**src/rtl/wallace_final_cpa_pkg.sv**
```systemverilog
// wallace_final_cpa_pkg: shared defaults and FSM encoding for the sliced final carry-propagate adder.
package wallace_final_cpa_pkg;
   localparam int WIDTH_DEF = 64;
   localparam int SLICE_DEF = 16;
   localparam int TAG_W_DEF = 4;
   typedef enum logic [1:0] {IDLE = 2'd0, ADD = 2'd1, DONE = 2'd2} state_t;
endpackage

```
**src/rtl/wallace_final_cpa_cpa_slice.sv**
```systemverilog
// cpa_slice: SLICE-bit ripple adder with carry in/out, reused once per ADD cycle.
module cpa_slice
   import wallace_final_cpa_pkg::*;
#(
   parameter int SLICE = SLICE_DEF
) (
   input  logic [SLICE-1:0] a,
   input  logic [SLICE-1:0] b,
   input  logic             cin,
   output logic [SLICE-1:0] s,
   output logic             cout
);
   assign {cout, s} = {1'b0, a} + {1'b0, b} + {{SLICE{1'b0}}, cin};
endmodule

```
**src/rtl/wallace_final_cpa.sv**
```systemverilog
// wallace_final_cpa: adds the final Wallace sum/carry rows SLICE bits per cycle,
// returning the tagged product through a valid/ready handshake.
module wallace_final_cpa
   import wallace_final_cpa_pkg::*;
#(
   parameter int WIDTH = WIDTH_DEF,
   parameter int SLICE = SLICE_DEF,
   parameter int TAG_W = TAG_W_DEF
) (
   input  logic             clk,
   input  logic             rst,
   input  logic             in_valid,
   output logic             in_ready,
   input  logic [WIDTH-1:0] sum_vec,
   input  logic [WIDTH-1:0] carry_vec,
   input  logic [TAG_W-1:0] in_tag,
   input  logic             flush,
   output logic             out_valid,
   input  logic             out_ready,
   output logic [WIDTH-1:0] product,
   output logic [TAG_W-1:0] out_tag
);
   localparam int NS = WIDTH / SLICE;
   localparam int KW = NS > 1 ? $clog2(NS) : 1;
   localparam int IW = WIDTH > 1 ? $clog2(WIDTH) : 1;
   localparam logic [KW-1:0] LAST = KW'(NS - 1);
   state_t state, state_nx;
   logic [WIDTH-1:0] a_q, b_q;
   logic [KW-1:0] k;
   logic [IW-1:0] base;
   logic [SLICE-1:0] s;
   logic cin, cout, acc;
   assign base = IW'(k) * IW'(SLICE);
   assign acc = in_valid & in_ready & ~flush;
   cpa_slice #(.SLICE(SLICE)) u_slice (
      .a(a_q[base +: SLICE]),
      .b(b_q[base +: SLICE]),
      .cin(cin),
      .s(s),
      .cout(cout)
   );
   always_ff @(posedge clk)
      if (rst) state <= IDLE;
      else state <= state_nx;
   always_comb
      state_nx = flush ? IDLE
               : state == IDLE ? (in_valid ? ADD : IDLE)
               : state == ADD  ? (k == LAST ? DONE : ADD)
               : state == DONE ? (out_ready ? IDLE : DONE)
               : IDLE;
   always_comb begin
      in_ready  = state == IDLE;
      out_valid = state == DONE;
   end
   // The carry out of the top slice lands in cin and is simply never used.
   always_ff @(posedge clk)
      if (rst) begin
         product <= '0;
         out_tag <= '0;
         k       <= '0;
         cin     <= 1'b0;
      end else if (acc) begin
         a_q     <= sum_vec;
         b_q     <= carry_vec;
         out_tag <= in_tag;
         k       <= '0;
         cin     <= 1'b0;
      end else if (state == ADD) begin
         product[base +: SLICE] <= s;
         cin <= cout;
         k   <= k + KW'(1);
      end
endmodule
```
**config.mk**
```make
export PLATFORM = sky130hd
export DESIGN_NAME = wallace_final_cpa
export DESIGN_NICKNAME = d
export VERILOG_FILES = /design/src/rtl/wallace_final_cpa_pkg.sv /design/src/rtl/wallace_final_cpa_cpa_slice.sv /design/src/rtl/wallace_final_cpa.sv
export SDC_FILE = /design/constraint.sdc
export NUM_CORES = 1
export LEC_CHECK = 0
export ABC_AREA = 0
export BUFFER_PORTS_ARGS = -buffer_cell sky130_fd_sc_hd__buf_2
export CAP_MARGIN = 40
export CELL_PAD_IN_SITES_DETAIL_PLACEMENT = 2
export CELL_PAD_IN_SITES_GLOBAL_PLACEMENT = 2
export CORE_ASPECT_RATIO = 1.1
export CORE_MARGIN = 8
export CORE_UTILIZATION = 36
export DETAILED_ROUTE_END_ITERATION = 16
export HOLD_SLACK_MARGIN = 0.06
export PLACE_DENSITY_LB_ADDON = 0.1
export SYNTH_ARGS = -nofsm -noshare
export SYNTH_HDL_FRONTEND = slang
export SYNTH_SLANG_ARGS = --single-unit
```
**constraint.sdc**
```tcl
create_clock -name clk -period 8.1 [get_ports clk]
set_clock_uncertainty 0.15 [all_clocks]
set_input_delay 0.405 -clock clk [delete_from_list [all_inputs] [get_ports clk]]
set_output_delay 0.405 -clock clk [all_outputs]
set_load 0.02 [all_outputs]
```
==> key figures, run 1 <==
Logic synthesis
  • Register area share after synthesis: between 60% and 70%
  • Post-synth net total: 700
  • Asr flop ratio synth: 0%
  • Synth unique cells: 53
  • Top cells by area, synth: edfxtp_1 48%, dfxtp_1 18%, mux4_2 9.0%
  • Yosys reg bits: 201
  • Synth warnings: 0
  • Mean Syn Cell Area: about 15 um2
  • Mapped Area: between 8000 and 9000 um2
  • Area share of the largest cell type after synthesis: between 40% and 50%
  • Cell taking the most area after synthesis: edfxtp_1
  • Gate Count Post-Synth: 540
  • Number of synthesized flops with an enable pin: 128
  • Synth Flop Type: edfxtp_1

CTS
  • Clock-pin slew on the worst setup and hold paths: ~60 ps
  • CTS tree: built
  • Clock Path Buffers: 3
  • CTS root buf: clkbuf_16
  • Setup bufs post-CTS: 0
  • CTS H-Tree Depth: 1
  • CTS Buf Count: 23
  • Clk sinks: 201
  • Clk Latency, worst-skew pair: approximately 500 ps

Finish
  • Cell Count, Final, Fillers Out: roughly 1,200
  • Layout cells sized above 1: between 30% and 40%
  • P&R area growth vs syn: 43.4%
  • Final #Nets: around 1,100
  • Final Cell Area: 11,500 um2

Route
  • Total number of vias: a little over 6,000
  • Via density per instance: 5.08
  • Wire length per cell: 24.8 um
  • Routed Antenna Nets: 0
  • Total Wirelength: 30,000 um
  • Pre-Repair DR Iteration Count: 4
  • Iteration-0 DRC Markers: 249
  • Residual DRC: 0

Worst setup path
  • Kind of critical path: reg2reg
  • Buffers & Inverters on Critical Path: 1
  • Top cell family by delay on the critical path: compound AO/OA/AOI/OAI gates
  • Worst Path Arrival: roughly 4500 ps
  • CP dominant cell by count: fa_1
  • Worst setup EP type: register
  • R2r setup slk: 3900 ps
  • Crit Path Max Fanout: 25
  • Crit-path cells: buf_4 > mux4_2 > fa_1 > fa_1 > a21o_1 > a41oi_1 > a21oi_1 > o31ai_2 > xor2_1 > a22o_1
  • CP max stage delay: 550 ps
  • Startpoint Class: register
  • CP max stage cell: dfxtp_2
  • CP Data Required Time: between 8000 and 9000 ps

Run
  • Maxcap violations: 0

Placement
  • GP Congestion: slightly above 0.7
  • Port Buffers: 206
  • Hpwl dp: 18,600 um
  • Placed Instances: 1,034
  • Placement Cell Area: 9470 um2

Status
  • Status: finished, final reports clean

STA
  • Tightest Pin Transition: roughly 970 ps
  • Slew Limit Fails: 0
  • Final Setup Violations: 0
  • RSZ-0062 raised after global routing: no
  • Final worst path period need: 4200 ps
  • Final setup TNS: 0 ps
  • Rel. slew slack: a little over a third
  • Fmax: roughly 240 MHz
  • Final hold violation count: 0
  • Crit share post-route: about half
  • Hold WS: ~74 ps

GRT
  • First-pass GRT wire length: 45,500 um
  • Largest net degree at the start of global routing: 77
  • GRT Residual Overflow: 0
  • Initial antenna violation count: 4
  • Total track usage: a little over a fifth
  • Vias in the first global route: about 7,300

Power and ir drop
  • VDD IR-drop max: ~0.00018 V
  • Clk pwr share: a little over two fifths
  • Leak pwr: between 4 and 5 nW
  • Int Pwr: ~0.0018 W
  • Final Total Pwr: approximately 0.0024 W
  • Logic pwr share: 11.8%
  • Pwr/cell area: around 210 nW/um2
  • Sw Ratio: between 20% and 30%
  • Switching Power: between 0.0005 and 0.0006 W
  • Sequential power share: a little under half

Hold path
  • Worst hold path type: in2reg

Floorplanning
  • Die Ht: between 150 and 200 um
  • Initial core utilization: 36.5%
  • Row cnt: 57
  • Full die area: ~27,000 um2
  • Chip width: 158 um
  • Boundary pin count: approximately 210
  • Core box area: about 22,000 um2
power by group through the flow:
stage / logic [W] / clock network (W) / registers [W]
3_3_place_gp: 0.000214 / 0 / 0.00115
5_1_grt: 0.000307 / 0.00107 / 0.00113
3_5_place_dp: 0.000227 / 0 / 0.00115
2_1_floorplan: 0.000123 / 0 / 0.00116
6_report: 0.000286 / 0.00101 / 0.00113
4_1_cts: 0.000278 / 0.00101 / 0.00113
what timing repair did:
action / CTS / global route
hold buffers: 132 / 0
gates resized for setup: 0 / 0
endpoints found under the hold margin: 133 / 0
final timing paths:
kind | to | depth (start not counted) | startpoint
max reg2reg | product[10] | 10 | k[1]
max | product[10] | 10 | k[1]
min reg2reg | product[5] | 2 | product[5]
min | out_tag[1] | 3 | in_tag[1]
worst reg2reg max path, delay by kind of cell (launching register included):
| kind | cells | cell delay (ps) |
|---|---|---|
| AOI/OAI and AO/OA | 5 | 1270 |
| adders and majority gates | 2 | 900 |
| DFF | 1 | 550 |
| xor gates and xnor gates | 1 | 460 |
| buffers and inverters | 1 | 430 |
| muxes | 1 | 400 |
registers in the layout, summed over array words and instances, names as in the netlist:
| register | cells |
|---|---|
| state | 2 |
| out_tag | 4 |
| b_q | 64 |
| k | 2 |
| a_q | 64 |
| cin | 1 |
| product | 64 |
synthesized netlist by cell type (6+ instances only):
cell      instances
inv_1             8
a21oi_1          13
a22oi_1          25
xnor2_1           7
dfxtp_1          73
o21ai_0          25
mux4_2           32
clkbuf_1         12
nor2_1           47
a22o_1           16
a21o_1            7
nand2b_1          8
nand2_1          38
edfxtp_1        128
buf_2             6
mux2i_1           7
ha_1             21
layout by cell type (no fill, tap or decap), types with 3 or more instances in the layout:
master | netlist | layout
inv_1 | 8 | 8
a22oi_1 | 25 | 25
nand2_1 | 38 | 38
mux2i_1 | 7 | 7
buf_2 | 6 | 206
a21oi_1 | 13 | 13
nand3_1 | 3 | 3
mux4_2 | 32 | 32
nor2_1 | 47 | 47
clkbuf_1 | 12 | 7
xor2_1 | 4 | 4
nand4_1 | 4 | 4
buf_4 | 0 | 9
dlygate4sd3_1 | 0 | 132
dfxtp_1 | 73 | 71
o31ai_1 | 4 | 4
a21o_1 | 7 | 7
clkinv_1 | 0 | 4
nand2b_1 | 8 | 8
nor4_1 | 4 | 4
a22o_1 | 16 | 16
a32oi_1 | 4 | 4
xnor2_1 | 7 | 7
edfxtp_1 | 128 | 128
clkbuf_16 | 0 | 23
ha_1 | 21 | 21
o21ai_0 | 25 | 25
nor3_1 | 4 | 4
diode_2 | 0 | 4
o21a_1 | 4 | 4
final cells by class:
class / instances / area [um2]
multi-input cells: 313 / 2620
diodes: 4 / 10.0
well taps: 295 / 369
clock buffers: 31 / 609
fillers: 2112 / 10500
flip-flops and latches: 201 / 5310
clock inverters: 8 / 88.8
inverters: 8 / 30.0
repair buffers: 349 / 2470
routing by layer:
layer	global-route usage [%]	share of wire [%]
met2	41.0	55
met1	24.1	37
met5	0	0
met4	5.43	1.7
met3	5.29	6.2
cell families after synthesis:
kind of cell	after synthesis	synth area share, %
AOI/OAI and AO/OA	114	10.2
xor gates and xnor gates	11	1.20
muxes	40	10.0
adders and majority gates	23	3.78
DFF	201	66.2
and+or+nand+nor	125	7.32
buffers and inverters	26	1.31
metrics by stage:
| stage | setup slack [ps] | utilization [%] |
|---|---|---|
| 6_report | 3900 | 52.3 |
| 5_1_grt | 3530 | 52.3 |
| 4_1_cts | 3940 | 52.3 |
| 3_5_place_dp | 3960 | 43.1 |
| 3_3_place_gp | 4090 | 42.7 |
| 2_1_floorplan | 676 | - |
(Power assumes the default switching activity.)
==> run 2: changes to the inputs <==
Clock period 8.1 ns to 3.9 ns, I/O delays scaled along.
==> key figures, run 2 (same netlist as run 1, synthesis figures left out) <==
STA
  • Crit share post-route: between 90% and 100%
  • Final setup TNS: 0 ps
  • Rel. slew slack: 37.3%
  • Final Setup Violations: 0
  • Final worst path period need: ~3600 ps
  • Tightest Pin Transition: 940 ps
  • RSZ-0062 raised after global routing: no
  • Final hold violation count: 0
  • Fmax: approximately 280 MHz
  • Slew Limit Fails: 0

CTS
  • CTS H-Tree Depth: 1
  • CTS Buf Count: 23
  • Clk sinks: 201
  • Clock-pin slew on the worst setup and hold paths: ~60 ps
  • Clock Path Buffers: 3
  • CTS tree: built
  • Clk Latency, worst-skew pair: 520 ps
  • CTS root buf: clkbuf_16

Hold path
  • Hold path depth: 2
  • Worst hold path type: in2reg

Placement
  • Hpwl dp: between 15,000 and 20,000 um
  • Placement Cell Area: approximately 9500 um2
  • Port Buffers: 206
  • GP Congestion: 0.773

GRT
  • Total track usage: between 20% and 30%
  • GRT Residual Overflow: 0
  • Vias in the first global route: around 7,300
  • First-pass GRT wire length: about 44,000 um
  • Largest net degree at the start of global routing: ~130
  • Initial antenna violation count: 4

Finish
  • Final Cell Area: 11,500 um2
  • Final core occ: between 50 and 60%
  • Layout fillers: around 2,200
  • Most frequent cells in the layout: 206 x buf_2, 135 x dlygate4sd3_1, 128 x edfxtp_1
  • Most common cell after layout, fill and taps aside: buf_2
  • Final #Nets: 1,058
  • Top flop regs: a_q (64), b_q (64), product (64)
  • P&R area growth vs syn: 43.8%
  • Layout cells sized above 1: between 30% and 40%

Route
  • Routed Antenna Nets: 0
  • Total number of vias: between 6,000 and 7,000
  • Iteration-0 DRC Markers: 192
  • Total Wirelength: 28,900 um
  • Wire length per cell: 23.8 um
  • Pre-Repair DR Iteration Count: 4
  • Residual DRC: 0
  • Via density per instance: slightly above 5

Floorplanning
  • Full die area: 27,300 um2
  • Row cnt: 57
  • Chip width: about 160 um
  • Core box area: roughly 22,000 um2
  • Initial core utilization: 36.5%
  • Die Ht: between 150 and 200 um
  • Boundary pin count: slightly above 200

Run
  • Maxcap violations: 0

Worst setup path
  • Kind of critical path: reg2reg
  • Startpoint Class: register
  • CP Data Required Time: approximately 4200 ps
  • Crit Path Max Fanout: 4
  • Worst reg2reg path depth: 9
  • Worst setup EP type: register
  • Worst Path Arrival: roughly 3900 ps

Power and ir drop
  • Final Total Pwr: 0.00501 W
  • VDD IR-drop max: 0.000368 V
  • Pwr/cell area: ~430 nW/um2
  • Leak pwr: 4.54 nW

Status
  • Status: finished, final reports clean
## run 2: what timing repair did
| action | in CTS | in global routing |
|---|---|---|
| endpoints found under the setup margin | 0 | 4 |
| endpoints found under the hold margin | 134 | 0 |
| resized for setup | 0 | 1 |
| hold buffers | 135 | 0 |
| setup buffers | 0 | 0 |
## run 2: worst paths after layout
| check | end | slack [ps] | startpoint |
|---|---|---|---|
| setup / recovery | product[26] | 320 | k[0] |
| hold / removal | product[54] | 150 | rst |
| setup reg to reg | product[26] | 320 | k[0] |
| hold reg to reg | product[5] | 310 | product[5] |
## run 2: area by class of cell
class	instances	area, um2	share of cell area [%]
tap	295	369	3.20
multi-input combinational	313	2620	22.8
sequential	201	5310	46.0
clock buffer	29	608	5.28
inverter	8	30.0	0.261
timing repair buffer	351	2480	21.5
antenna	5	12.5	0.109
clock inverter	12	95.1	0.825
## run 2: metal layers
| metal | share of wire (%) | track usage [%] |
|---|---|---|
| met1 | 37 | 22.7 |
| met2 | 55 | 40.1 |
| met3 | 5.4 | 4.36 |
| met4 | 2.6 | 6.25 |
| met5 | 0 | 0 |
## run 2: report_power, final
| group | internal [W] | switching, W |
|---|---|---|
| Combinational | 0.000274 | 0.000318 |
| Sequential | 0.00232 | 0.0000230 |
| Clock | 0.00118 | 0.000896 |
| Total | 0.00377 | 0.00124 |
## run 2: critical path: stages (launching register included)
cell and delay (ps):
dfxtp_2 410, mux4_2 570, fa_1 460, fa_1 430, a21o_1 240, a41oi_2 330
a21oi_1 140, o31ai_2 220, xor2_1 370, a22o_1 180
## run 2: through the flow
stage | hold slack, ps | setup slack, ps | cells
3_5_place_dp | 223 | 217 | 1033
4_1_cts | 149 | 199 | 1209
5_1_grt | 188 | 92.3 | 1214
2_1_floorplan | 124 | 189 | 540
6_report | 150 | 318 | 1214
3_3_place_gp | 222 | 395 | 1030
==> run 3: changes to the inputs <==
Settings changed: PLACE_DENSITY from default to 0.82, PLACE_DENSITY_LB_ADDON 0.1 to default, RECOVER_POWER from default to 100.
==> key figures, run 3 (same netlist as run 1, synthesis figures left out) <==
Hold path
  • Hold path depth: 2
  • Worst hold path type: in2reg

Power and ir drop
  • Pwr/cell area: 442 nW/um2
  • Final Total Pwr: about 0.0050 W
  • Leak pwr: 4.07 nW
  • VDD IR-drop max: 0.000417 V

Worst setup path
  • Worst reg2reg path depth: 9
  • Crit Path Max Fanout: 4
  • Kind of critical path: reg2reg
  • Worst Path Arrival: a little over 4000 ps
  • Startpoint Class: register
  • CP Data Required Time: about 4200 ps
  • Worst setup EP type: register

Run
  • Maxcap violations: 1

Finish
  • Most common cell after layout, fill and taps aside: dlygate4sd3_1
  • Multi-input combinational cell area: between 2000 and 3000 um2
  • Final core occ: between 50% and 60%
  • P&R area growth vs syn: 41.0%
  • Most frequent cells in the layout: 135 x dlygate4sd3_1, 128 x edfxtp_1, 127 x clkbuf_1
  • Final Cell Area: roughly 11,000 um2
  • Top flop regs: a_q (64), b_q (64), product (64)
  • Layout fillers: roughly 2,200
  • Register Area: 5310 um2
  • Layout cells sized above 1: between 10% and 20%
  • Final #Nets: 1,057

STA
  • Final Setup Violations: 0
  • Fmax: 263 MHz
  • Final hold violation count: 0
  • Rel. slew slack: -13.2%
  • Tightest Pin Transition: 1700 ps
  • Crit share post-route: a little over nine tenths
  • RSZ-0062 raised after global routing: no
  • Final setup TNS: 0 ps
  • Slew Limit Fails: 16
  • Final worst path period need: about 3800 ps

Floorplanning
  • Full die area: between 20,000 and 30,000 um2
  • Initial core utilization: around 37%
  • Chip width: about 160 um
  • Row cnt: 57
  • Die Ht: roughly 170 um
  • Core box area: ~22,000 um2
  • Boundary pin count: 207

Status
  • Failing checks: capacitance limit, slew limit
  • Status: complete, but fails checks

CTS
  • Clock-pin slew on the worst setup and hold paths: around 70 ps
  • Setup bufs post-CTS: 0
  • CTS Buf Count: 21
  • CTS H-Tree Depth: 1
  • CTS root buf: clkbuf_16
  • Clock Path Buffers: 3
  • Clk sinks: roughly 200
  • Clk Latency, worst-skew pair: ~500 ps
  • CTS tree: built

Placement
  • Placement Cell Area: about 9400 um2
  • Port Buffers: between 200 and 250
  • Hpwl dp: ~19,000 um
  • GP Congestion: 0.801

Route
  • Via density per instance: 5.24
  • Wire length per cell: about 27 um
  • Routed Antenna Nets: 0
  • Total Wirelength: ~33,000 um
  • Pre-Repair DR Iteration Count: 4
  • Total number of vias: 6,340
  • Iteration-0 DRC Markers: slightly above 300
  • Residual DRC: 0

GRT
  • Grt met2 use: roughly 45%
  • GR peak layer: met2
  • Met1 Use GR: 24.5%
  • Total track usage: around a quarter
  • Initial antenna violation count: 2
  • Met3 capacity usage during global routing: around 3.9%
  • GRT Residual Overflow: 0
  • Vias in the first global route: between 7,000 and 8,000
  • Largest net degree at the start of global routing: ~80
  • First-pass GRT wire length: 48,200 um
[run 3: cell count changes in the layout (fill, tap and decap cells not counted), sizes merged]
cell | before | now
clkinv | 9 | 4
buf | 216 | 86
inv | 10 | 8
diode | 5 | 3
clkinvlp | 0 | 3
clkbuf | 29 | 160
[run 3: cell type report]
| class | count | share of cell area (%) |
|---|---|---|
| Sequential cell | 201 | 46.9 |
| Multi-Input combinational cell | 313 | 22.8 |
| Timing Repair Buffer | 352 | 20.6 |
| Clock buffer | 29 | 5.39 |
| Tap cell | 295 | 3.26 |
| Clock inverter | 8 | 0.609 |
| Inverter | 8 | 0.266 |
| Antenna cell | 3 | 0.0664 |
[run 3: layer usage]
| layer | up-vias | routed length (um) |
|---|---|---|
| met3 | 77 | 1750 |
| met1 | 3207 | 11400 |
| met5 | - | 0 |
| li1 | 2816 | - |
| met4 | 0 | 1440 |
| met2 | 240 | 18100 |
[run 3: worst max-delay path, stage by stage, from the launching register on]
cell     delay [ps]
dfxtp_2         420
mux4_2          560
fa_1            490
fa_1            440
a21o_1          250
a41oi_1         380
a21oi_1         160
o31ai_2         230
xor2_1          440
a22o_1          210
[run 3: worst paths after layout]
| check | start | endpoint | slack (ps) |
|---|---|---|---|
| setup / recovery | k[0] | product[58] | 100 |
| hold / removal | rst | product[52] | 180 |
| setup reg to reg | k[0] | product[58] | 100 |
| hold reg to reg | product[60] | product[60] | 310 |
[run 3: what timing repair did]
item	CTS	global route
hold buffers	135	0
endpoints found under the hold margin	134	0
setup endpoints to repair	0	12
resized for setup	0	6
[run 3: per-stage QoR]
stage / std cells / setup WS, ps / hold WS, ps
after floorplan: 540 / 189 / 124
after global placement: 1031 / 369 / 223
after detailed placement: 1034 / 89.4 / 223
after CTS: 1206 / 81.6 / 171
after global routing: 1209 / 9.26 / 203
final: 1209 / 103 / 176
[run 3: where the power goes]
group          switching [W]  internal [W]  leakage (nW)
clock               0.000891       0.00116         0.331
sequential         0.0000260       0.00232          1.76
combinational       0.000343      0.000261          1.97
